## src/rtl/mem_wb_stage_pkg.sv

```systemverilog
// Shared ARM pipeline definitions: default path widths, the PC register index,
// and the write-back source encoding.
package mem_wb_stage_pkg;

    localparam int DATA_W_DEF = 32;
    localparam int REG_W_DEF  = 4;
    localparam int PC_IDX     = 15;

    typedef enum logic {
        WB_SEL_ALU = 1'b0,
        WB_SEL_MEM = 1'b1
    } wb_sel_e;

endpackage

```

## src/rtl/mem_wb_stage_wb_mux.sv

```systemverilog
// Write-back source select: returns load data for loads and the ALU result
// for everything else.
module wb_mux
    import mem_wb_stage_pkg::*;
#(
    parameter int DATA_W = DATA_W_DEF
) (
    input  logic              sel,
    input  logic [DATA_W-1:0] alu_result,
    input  logic [DATA_W-1:0] mem_data,
    output logic [DATA_W-1:0] value
);

    wb_sel_e sel_e;

    always_comb begin
        sel_e = wb_sel_e'(sel);
        value = (sel_e == WB_SEL_MEM) ? mem_data : alu_result;
    end

endmodule

```

## src/rtl/mem_wb_stage.sv

```systemverilog
// MEM/WB pipeline register with freeze/flush control, write-back select and a
// retired-instruction counter.
module mem_wb_stage
    import mem_wb_stage_pkg::*;
#(
    parameter int DATA_W = DATA_W_DEF,
    parameter int REG_W  = REG_W_DEF
) (
    input  logic              clk,
    input  logic              rst,
    input  logic              valid_in,
    input  logic              wb_en_in,
    input  logic              mem_read_in,
    input  logic [DATA_W-1:0] alu_result_in,
    input  logic [DATA_W-1:0] mem_data_in,
    input  logic [REG_W-1:0]  dest_in,
    input  logic              freeze,
    input  logic              flush,
    output logic              wb_en,
    output logic [REG_W-1:0]  wb_dest,
    output logic [DATA_W-1:0] wb_value,
    output logic              pc_write,
    output logic [31:0]       retired
);

    logic              valid_q;
    logic              wb_en_q;
    logic              mem_read_q;
    logic [DATA_W-1:0] alu_result_q;
    logic [DATA_W-1:0] mem_data_q;
    logic [REG_W-1:0]  dest_q;
    logic [31:0]       retired_q;

    // Flush wins over freeze; a bubble (valid_in = 0) still captures its data
    // fields so the registers stay deterministic, but valid_q gates any write.
    always_ff @(posedge clk or negedge rst) begin
        if (!rst) begin
            valid_q      <= 1'b0;
            wb_en_q      <= 1'b0;
            mem_read_q   <= 1'b0;
            alu_result_q <= '0;
            mem_data_q   <= '0;
            dest_q       <= '0;
        end else if (flush) begin
            valid_q      <= 1'b0;
            wb_en_q      <= 1'b0;
            mem_read_q   <= 1'b0;
            alu_result_q <= '0;
            mem_data_q   <= '0;
            dest_q       <= '0;
        end else if (!freeze) begin
            valid_q      <= valid_in;
            wb_en_q      <= wb_en_in;
            mem_read_q   <= mem_read_in;
            alu_result_q <= alu_result_in;
            mem_data_q   <= mem_data_in;
            dest_q       <= dest_in;
        end
    end

    always_ff @(posedge clk or negedge rst) begin
        if (!rst) begin
            retired_q <= '0;
        end else if (valid_in && !freeze && !flush) begin
            retired_q <= retired_q + 32'd1;
        end
    end

    wb_mux #(
        .DATA_W(DATA_W)
    ) u_wb_mux (
        .sel        (mem_read_q),
        .alu_result (alu_result_q),
        .mem_data   (mem_data_q),
        .value      (wb_value)
    );

    assign wb_en    = valid_q & wb_en_q;
    assign wb_dest  = dest_q;
    assign pc_write = wb_en & (dest_q == REG_W'(PC_IDX));
    assign retired  = retired_q;

endmodule

```

## config.mk

```make
export PLATFORM = sky130hd
export DESIGN_NAME = mem_wb_stage
export DESIGN_NICKNAME = d
export VERILOG_FILES = /design/src/rtl/mem_wb_stage_pkg.sv /design/src/rtl/mem_wb_stage_wb_mux.sv /design/src/rtl/mem_wb_stage.sv
export SDC_FILE = /design/constraint.sdc
export NUM_CORES = 1
export LEC_CHECK = 0
export ABC_AREA = 1
export ABC_CLOCK_PERIOD_IN_PS = 2700
export CAP_MARGIN = 20
export CELL_PAD_IN_SITES_DETAIL_PLACEMENT = 1
export CELL_PAD_IN_SITES_GLOBAL_PLACEMENT = 1
export CORE_MARGIN = 2
export CORE_UTILIZATION = 37
export CTS_CLUSTER_DIAMETER = 120
export DETAILED_ROUTE_END_ITERATION = 8
export PLACE_DENSITY_LB_ADDON = 0.1
export SYNTH_ARGS = -nofsm -noshare
export SYNTH_HDL_FRONTEND = slang
export SYNTH_HIERARCHICAL = 1
export SYNTH_SLANG_ARGS = --single-unit
```

## constraint.sdc

```tcl
create_clock -name clk -period 2.7 [get_ports clk]
set_input_delay 0.405 -clock clk [delete_from_list [all_inputs] [get_ports clk]]
set_output_delay 0.405 -clock clk [all_outputs]
set_load 0.02 [all_outputs]
```

==> results.cfg, run 1 <==
[power_and_ir_drop]
ir_drop_v = 0.000284
p_clk_share_pct = 37.0
seqPwrFrac_pct = 45.4
combPwrFrac_pct = 17.6
p_leak_nw = 3.38
switchingPower_mw = 1.02
p_sw_share_pct = 26.9
power_mw = 3.80
power.density_nw_per_um2 = 547
p_int_mw = 2.78

[sta]
period_minus_slack_ns = 2.34
fmax_ghz = 0.428
slew_viol_final = 0
finalSetupViolCount = 0
worst_pin_slew_ns = 0.769
fin_setup_tns_ns = 0
finalCritPeriodShare_pct = 86.5
slew_headroom_pct = 48.7
worst_slack_ns = 0.364
hold_viol = 0
holdWs_ns = 0.0574
rsz0062_at_grt = false
skew_ns = 0.00879

[synthesis]
synth.top_cell.area_share_pct = 50.8
ys_ff_latch = 103
yosysWarningCount = 6
synth_seq_area_share_pct = 50.8
yosys.area.top_type = dfrtp_1
syn_inst = 647
avgSynthCellArea_um2 = 7.85
syn_area_um2 = 5080
syn_nets = 723
ys_types = 28
synthTopCellsByArea = dfrtp_1 (51%), nand2_1 (21%), nand3_1 (8.8%), inv_1 (2.5%), xnor2_1 (2.4%)

[status]
outcome = finished clean

[setup_path]
path_depth = 4
r2r_setup_slack_ns = 1.15
cp-endpoint = wb_value[31]
start_kind = flip-flop
startpoint = mem_read_q
reg2reg_depth = 6
slowest_stage = clkdlybuf4s50_1
required_ns = 2.30
critical-path-top-delay-family = buffers and inverters
crit_buf_inv = 2
rr_endpoint = retired[21]
cp_cell_sequence = buf_4 > nand2_1 > nand2_1 > clkdlybuf4s50_1
arrival_ns = 1.93
path_max_fanout = 20
crit_type = reg2out
r2r-start = retired[3]
cpMostUsedCell = nand2_1
cpPeakStageDelay_ns = 0.61
crit_path_end_kind = primary output

[detailed_routing]
drc_errors = 0
ant_nets = 0
wl_um = 15500
first_iter_violations = 275
vias = 4747
via_per_inst = 4.93
drt-pass1-iter-count = 4
avgRoutedWirePerCell_um = 16.1

[floorplan]
dieArea_um2 = 14700
start_util_pct = 38.0
core-area_um2 = 13300
die_y_um = 121
fp.dieW_um = 121
rows = 42
ios = 145

[clocking]
htree_levels = 3
cts_tree = built
post_cts_buffers = 0
clk_path_buf_depth = 2
clk_latency_ns = 0.35
cts_root_buf = clkbuf_16
clk_pin_slew_worst_paths_ns = 0.07
hold_buffers = 0
cts_buffers = 9
clock_sinks = 103
ctsResizeCount = 0

[cells_and_area]
drive_gt1_share_pct = 6.88
seqCellArea_um2 = 2580
syn_to_final_growth_pct = 36.9
multi_input_area_um2 = 2160
final_nets = 856
nFillCells = 1640

[place]
pre_cts_ws_ns = 0.614
gp_congestion = 0.820
port_buffers = 144
dp_hpwl_um = 10700

[grt]
antenna_found_initial = 0
grt-ovfl-total = 0
track_usage_pct = 22.3
grt_pass1_vias = 5041
grt_first_pass_wirelength_um = 25800
grt_max_degree = 71

[flow_run]
max_cap_viol_count = 0

[worst_hold_path]
holdCritPathClass = in2async
[Yosys cell counts]
master and n:
nand2_1 290, o21ai_0 2, inv_1 34, ha_1 1, nor2_2 5, nor2_8 1, buf_6 3, nor2_1 31
xor2_1 7, xnor2_1 14, nor3_1 3, nand3_1 89, clkbuf_8 3, buf_12 1, buf_4 1, inv_2 1
inv_8 1, nand2_2 13, buf_1 7, clkbuf_1 14, nand3_2 1, dfrtp_1 103, nand2_4 1, nor3_2 2
clkinv_4 1, nand4_1 15, inv_4 1, nor2_4 2
[power by group through the flow]
| stage | clock network (mW) | logic [mW] | registers, mW |
|---|---|---|---|
| finish | 1.41 | 0.668 | 1.73 |
| global route | 1.50 | 0.727 | 1.74 |
| CTS | 1.45 | 0.681 | 1.73 |
| detailed placement | 0 | 0.671 | 1.75 |
| global placement | 0 | 0.655 | 1.75 |
| floorplan | 0 | 0.269 | 1.78 |
[through the flow]
step | util (%) | cell area, µm² | cells
3_3_place_gp | 49.7 | 6630 | 945
2_1_floorplan | - | 5080 | 647
5_1_grt | 52.1 | 6950 | 961
4_1_cts | 52.1 | 6950 | 961
3_5_place_dp | 49.7 | 6630 | 945
6_report | 52.1 | 6950 | 962
[registers in the layout (all words and copies together) (netlist names)]
signal and flops:
mem_data_q 32, valid_q 1, retired 32, wb_en_q 1, wb_dest 4, alu_result_q 32, mem_read_q 1
[layout by cell type (no fill, tap or decap)]
cell             Yosys  layout
xnor2_1             14      14
clkbuf_8             3       1
clkbuf_16            0       9
inv_1               34      34
nor2_1              31      31
nor3_2               2       2
nand2_2             13      13
clkdlybuf4s50_1      0     142
ha_1                 1       1
inv_8                1       1
nand4_1             15      15
nor2_8               1       1
inv_4                1       1
nand2_4              1       1
diode_2              0       1
nor2_4               2       2
nand2_1            290     290
clkinv_2             0       3
nand3_1             89      89
nor2_2               5       5
nand3_2              1       1
bufinv_16            0       2
nor3_1               3       3
inv_2                1       1
clkinv_4             1       2
buf_4                1       6
buf_12               1       2
buf_2                0       1
dfrtp_1            103     103
xor2_1               7       7
o21ai_0              2       2
[kinds of logic (layout without fill, tap and decap cells)]
family	Yosys count	in the layout	synth area share, %
adders and majority gates	1	1	0.246
xor gates and xnor gates	21	21	3.62
other	0	1	0
buffers and inverters	67	205	6.68
and+or+nand+nor	453	453	38.5
AOI/OAI and AO/OA	2	2	0.197
DFF	103	103	50.8
[cell type report]
type | count | area share (%)
multi-input combinational | 477 | 31.1
sequential | 103 | 37.1
clock inverter | 6 | 1.21
timing repair buffer | 151 | 21.7
antenna | 1 | 0.0360
tap | 176 | 3.17
clock buffer | 10 | 3.44
inverter | 38 | 2.27
[how the worst min path moves through the flow]
stage                     from               to  slack, ns  depth (start not counted)
after CTS                  rst  alu_result_q[4]       0.07                          1
final                      rst  alu_result_q[4]       0.06                          1
after detailed placement   rst  alu_result_q[4]       0.46                          1
after global placement     rst  alu_result_q[4]       0.45                          1
after floorplan            rst  alu_result_q[0]       0.11                          0
after global routing       rst  alu_result_q[5]        0.1                          1
[per-layer routing]
layer  vias up  global-route usage [%]  part of all wire (%)  wire length [µm]
met5         -                       0                     0                 0
met2        91                    37.1                    50              7680
met3        11                    5.08                   4.0               615
met1      2362                    30.0                    46              7060
li1       2283                       -                     -                 -
met4         0                    4.53                  0.83               128
No activity file was read; power rests on OpenSTA's default activity.
==> run 2: changes to the inputs <==
--- a/config.mk
+++ b/config.mk
@@ -13,7 +13,10 @@
 export CORE_MARGIN = 2
 export CORE_UTILIZATION = 37
 export CTS_CLUSTER_DIAMETER = 120
+export CTS_CLUSTER_SIZE = 8
 export DETAILED_ROUTE_END_ITERATION = 8
+export GPL_ROUTABILITY_DRIVEN = 0
+export GPL_TIMING_DRIVEN = 0
 export PLACE_DENSITY_LB_ADDON = 0.1
 export SYNTH_ARGS = -nofsm -noshare
 export SYNTH_HDL_FRONTEND = slang
==> results.cfg, run 2 (same netlist as run 1, synthesis figures left out) <==
[status]
outcome = finished clean

[power_and_ir_drop]
p_clk_share_pct = 34.1
power.density_nw_per_um2 = 519
switchingPower_mw = 1.00
seqPwrFrac_pct = 47.3
p_int_mw = 2.65
combPwrFrac_pct = 18.6
power_mw = 3.65
p_leak_nw = 3.39
ir_drop_v = 0.000366
p_sw_share_pct = 27.4

[place]
port_buffers = 143
place_inst = 967
pre_cts_ws_ns = 0.564
place_area_um2 = 6760
dp_hpwl_um = 11900

[clocking]
hold_buffers = 0
clk_pin_slew_worst_paths_ns = 0.07
cts_buffers = 9
cts_root_buf = clkbuf_16
htree_levels = 3
cts_tree = built
post_cts_buffers = 0
clk_path_buf_depth = 2
clk_latency_ns = 0.35
ctsResizeCount = 0
clock_sinks = 103

[cells_and_area]
final_common_cell = nand2_1
final_nets = 878
fin_cells = 982
syn_to_final_growth_pct = 38.5
design_area_um2 = 7030
drive_gt1_share_pct = 6.33
antenna_cells = 0
nFillCells = 1661
seqCellArea_um2 = 2580
multi_input_area_um2 = 2160
layout_common_cells = nand2_1 (290), clkdlybuf4s50_1 (142), dfrtp_1 (103)

[sta]
slew_viol_final = 0
fin_setup_tns_ns = 0
worst_pin_slew_ns = 0.806
rsz0062_at_grt = false
finalSetupViolCount = 0
worst_slack_ns = 0.446
slew_headroom_pct = 46.2
hold_viol = 0
skew_ns = 0.00621
period_minus_slack_ns = 2.25
finalCritPeriodShare_pct = 83.5
fmax_ghz = 0.444

[grt]
grt_first_pass_wirelength_um = 25900
grt-ovfl-total = 0
grt_pass1_vias = 5228
antenna_found_initial = 2
grt_max_degree = 60
track_usage_pct = 22.5

[detailed_routing]
wl_um = 15900
drt-pass1-iter-count = 4
first_iter_violations = 216
vias = 4866
ant_nets = 0
drc_errors = 0
avgRoutedWirePerCell_um = 16.2
via_per_inst = 4.96

[setup_path]
required_ns = 2.30
r2r_setup_slack_ns = 1.13
path_max_fanout = 10
arrival_ns = 1.85
crit_type = reg2out
start_kind = flip-flop
crit_path_end_kind = primary output

[flow_run]
max_cap_viol_count = 0

[floorplan]
die_y_um = 121
ios = 145
dieArea_um2 = 14700
start_util_pct = 38.0
core-area_um2 = 13300
rows = 42
fp.dieW_um = 121

[worst_hold_path]
holdCritPathClass = in2async
[run 2: cell types whose count changed in the layout (fill, tap and decap cells not counted), sizes merged]
cell,delta
bufinv,-2
clkbuf,+22
clkinv,-4
diode,-1
buf,+5
[run 2: per-layer routing]
| layer | GRT usage (%) | up-vias | wire length (µm) |
|---|---|---|---|
| met1 | 27.7 | 2412 | 6860 |
| met5 | 0 | - | 13 |
| met3 | 5.55 | 17 | 785 |
| met4 | 5.17 | 2 | 190 |
| met2 | 39.7 | 100 | 8090 |
| li1 | - | 2335 | - |
[run 2: path summary, 6_finish.rpt]
check / startpoint / to / depth (start not counted)
setup / recovery: mem_read_q / wb_value[16] / 6
hold / removal: rst / alu_result_q[5] / 1
setup reg to reg: retired[1] / retired[24] / 9
hold reg to reg: mem_data_q[24] / mem_data_q[24] / 2
max in group asynchronous: rst / retired[22] / 2
min in group clk: mem_data_q[24] / mem_data_q[24] / 2
[run 2: cell type report]
class	count	share of cell area [%]
Sequential cell	103	36.6
Clock buffer	15	3.95
Multi-Input combinational cell	477	30.7
Inverter	38	2.24
Tap cell	176	3.13
Timing Repair Buffer	144	20.7
Buffer	29	2.58
[run 2: worst max-delay path: stages, from the launching register on]
cell and delay, ns:
dfrtp_1 0.39, buf_6 0.15, inv_8 0.07, buf_6 0.13, nand2_1 0.09, nand2_1 0.07
clkdlybuf4s50_1 0.60
[run 2: power by group through the flow]
stage	logic, mW	clock network, mW	registers (mW)
2_1_floorplan	0.269	0	1.78
3_3_place_gp	0.667	0	1.75
3_5_place_dp	0.688	0	1.75
4_1_cts	0.692	1.27	1.73
5_1_grt	0.741	1.34	1.74
6_report	0.680	1.25	1.73
[run 2: per-stage QoR]
step	hold slack, ns	utilization [%]
finish	0.146	52.7
global route	0.199	52.7
CTS	0.172	52.7
detailed placement	0.498	50.6
global placement	0.484	50.4
floorplan	0.109	-
==> run 3: changes to the inputs <==
--- a/config.mk
+++ b/config.mk
@@ -6,12 +6,12 @@
 export NUM_CORES = 1
 export LEC_CHECK = 0
 export ABC_AREA = 1
-export ABC_CLOCK_PERIOD_IN_PS = 2700
+export ABC_CLOCK_PERIOD_IN_PS = 1900
 export CAP_MARGIN = 20
 export CELL_PAD_IN_SITES_DETAIL_PLACEMENT = 1
 export CELL_PAD_IN_SITES_GLOBAL_PLACEMENT = 1
 export CORE_MARGIN = 2
-export CORE_UTILIZATION = 37
+export CORE_UTILIZATION = 31
 export CTS_CLUSTER_DIAMETER = 120
 export CTS_CLUSTER_SIZE = 8
 export DETAILED_ROUTE_END_ITERATION = 8
==> constraint.sdc (replaced) <==
create_clock -name clk -period 1.9 [get_ports clk]
set_input_delay 0.285 -clock clk [delete_from_list [all_inputs] [get_ports clk]]
set_output_delay 0.285 -clock clk [all_outputs]
set_load 0.02 [all_outputs]
==> results.cfg, run 3 (same netlist as run 1, synthesis figures left out) <==
[status]
outcome = finished clean

[clocking]
cts_root_buf = clkbuf_16
clk_path_buf_depth = 2
cts_buffers = 9
cts_tree = built
post_cts_buffers = 0
htree_levels = 3
clk_pin_slew_worst_paths_ns = 0.07
clk_latency_ns = 0.34
clock_sinks = 103

[cells_and_area]
final_common_cell = nand2_1
design_area_um2 = 7010
antenna_cells = 0
final_nets = 879
drive_gt1_share_pct = 8.91
layout_common_cells = nand2_1 (290), clkdlybuf4s50_1 (109), dfrtp_1 (103)
syn_to_final_growth_pct = 38.0

[sta]
finalSetupViolCount = 0
worst_pin_slew_ns = 0.534
slew_headroom_pct = 64.4
holdWs_ns = 0.459
fmax_ghz = 0.552
finalCritPeriodShare_pct = 95.4
slew_viol_final = 0
fin_setup_tns_ns = 0
worst_slack_ns = 0.0874
period_minus_slack_ns = 1.81
skew_ns = 0.00680
hold_viol = 0
rsz0062_at_grt = false

[power_and_ir_drop]
p_leak_nw = 3.45
power_mw = 5.24
p_sw_share_pct = 27.6
combPwrFrac_pct = 17.7
p_clk_share_pct = 35.5
switchingPower_mw = 1.45
power.density_nw_per_um2 = 747
seqPwrFrac_pct = 46.8
ir_drop_v = 0.000383
p_int_mw = 3.79

[detailed_routing]
wl_um = 16200
first_iter_violations = 181
avgRoutedWirePerCell_um = 15.8
via_per_inst = 4.70
drt-pass1-iter-count = 4
ant_nets = 0
vias = 4817
drc_errors = 0

[floorplan]
dieArea_um2 = 17400
ios = 145
rows = 46
core-area_um2 = 15900
fp.dieW_um = 132
start_util_pct = 31.9
die_y_um = 132

[setup_path]
crit_path_end_kind = primary output
start_kind = flip-flop
arrival_ns = 1.53
required_ns = 1.62
path_max_fanout = 10
crit_type = reg2out

[place]
place_area_um2 = 6810
pre_cts_ws_ns = -0.160
port_buffers = 143
dp_hpwl_um = 12200

[grt]
grt-ovfl-total = 0
grt_first_pass_wirelength_um = 27400
track_usage_pct = 19.5
antenna_found_initial = 1
grt_pass1_vias = 5283
grt_max_degree = 67

[worst_hold_path]
holdCritPathClass = in2async

[flow_run]
max_cap_viol_count = 0
run 3: cell types whose count changed in the layout (fill, tap and decap cells not counted), sizes merged:
| cell | previous run | this run |
|---|---|---|
| bufinv | 0 | 1 |
| clkbuf | 32 | 48 |
| clkdlybuf4s15 | 0 | 10 |
| clkdlybuf4s50 | 142 | 109 |
| clkinv | 1 | 4 |
| dlygate4sd2 | 0 | 4 |
| dlygate4sd3 | 0 | 1 |
run 3: per-stage QoR:
step	instances	utilization [%]
after global placement	1006	42.5
after detailed placement	1007	42.7
after global routing	1024	43.9
after CTS	1024	44.3
after floorplan	647	-
final	1024	43.9
run 3: layer usage:
metal	wire [µm]	up-vias	share of wire (%)	track usage (%)
li1	-	2337	-	-
met2	8190	89	51	34.8
met4	120	2	0.74	3.50
met3	668	9	4.1	5.07
met1	7160	2380	44	24.0
met5	13	-	0.080	0
run 3: path summary, 6_finish.rpt:
path | slack [ns] | cells after the start | end | start
worst max register to register | 0.33 | 9 | retired[26] | retired[1]
worst min-delay path | 0.46 | 2 | alu_result_q[0] | rst
max in group asynchronous | 0.71 | 3 | retired[17] | rst
worst max-delay path | 0.09 | 6 | wb_value[2] | mem_read_q
min in group clk | 0.47 | 3 | mem_data_q[11] | mem_data_in[11]
worst min register to register | 0.51 | 2 | valid_q | valid_q
run 3: layout make-up:
cell class / instances / area (µm²)
clock buffer: 12 / 246
clock inverter: 4 / 45.0
inverter: 38 / 158
tap: 216 / 270
timing repair buffer: 145 / 1370
buffer: 29 / 181
multi-input combinational: 477 / 2160
sequential: 103 / 2580
fill: 1948 / 8940
run 3: power by group through the flow:
stage	clock (mW)	sequential, mW	combinational, mW
finish	1.86	2.45	0.927
global route	2.03	2.47	1.02
CTS	1.94	2.45	0.953
detailed placement	0	2.49	0.986
global placement	0	2.48	0.955
floorplan	0	2.53	0.382
run 3: timing repair:
item | in CTS | in global routing
hold buffers | 1 | 0
cloned | 0 | 0
gates resized for setup | 34 | 47
endpoints found under the hold margin | 37 | 0
setup endpoints to repair | 33 | 29
pin swaps | 0 | 0
run 3: critical path, stage by stage (launching register included):
cell	delay, ns
dfrtp_1	0.39
buf_6	0.16
inv_8	0.07
buf_12	0.14
nand2_2	0.05
nand2_1	0.05
dlygate4sd2_1	0.32
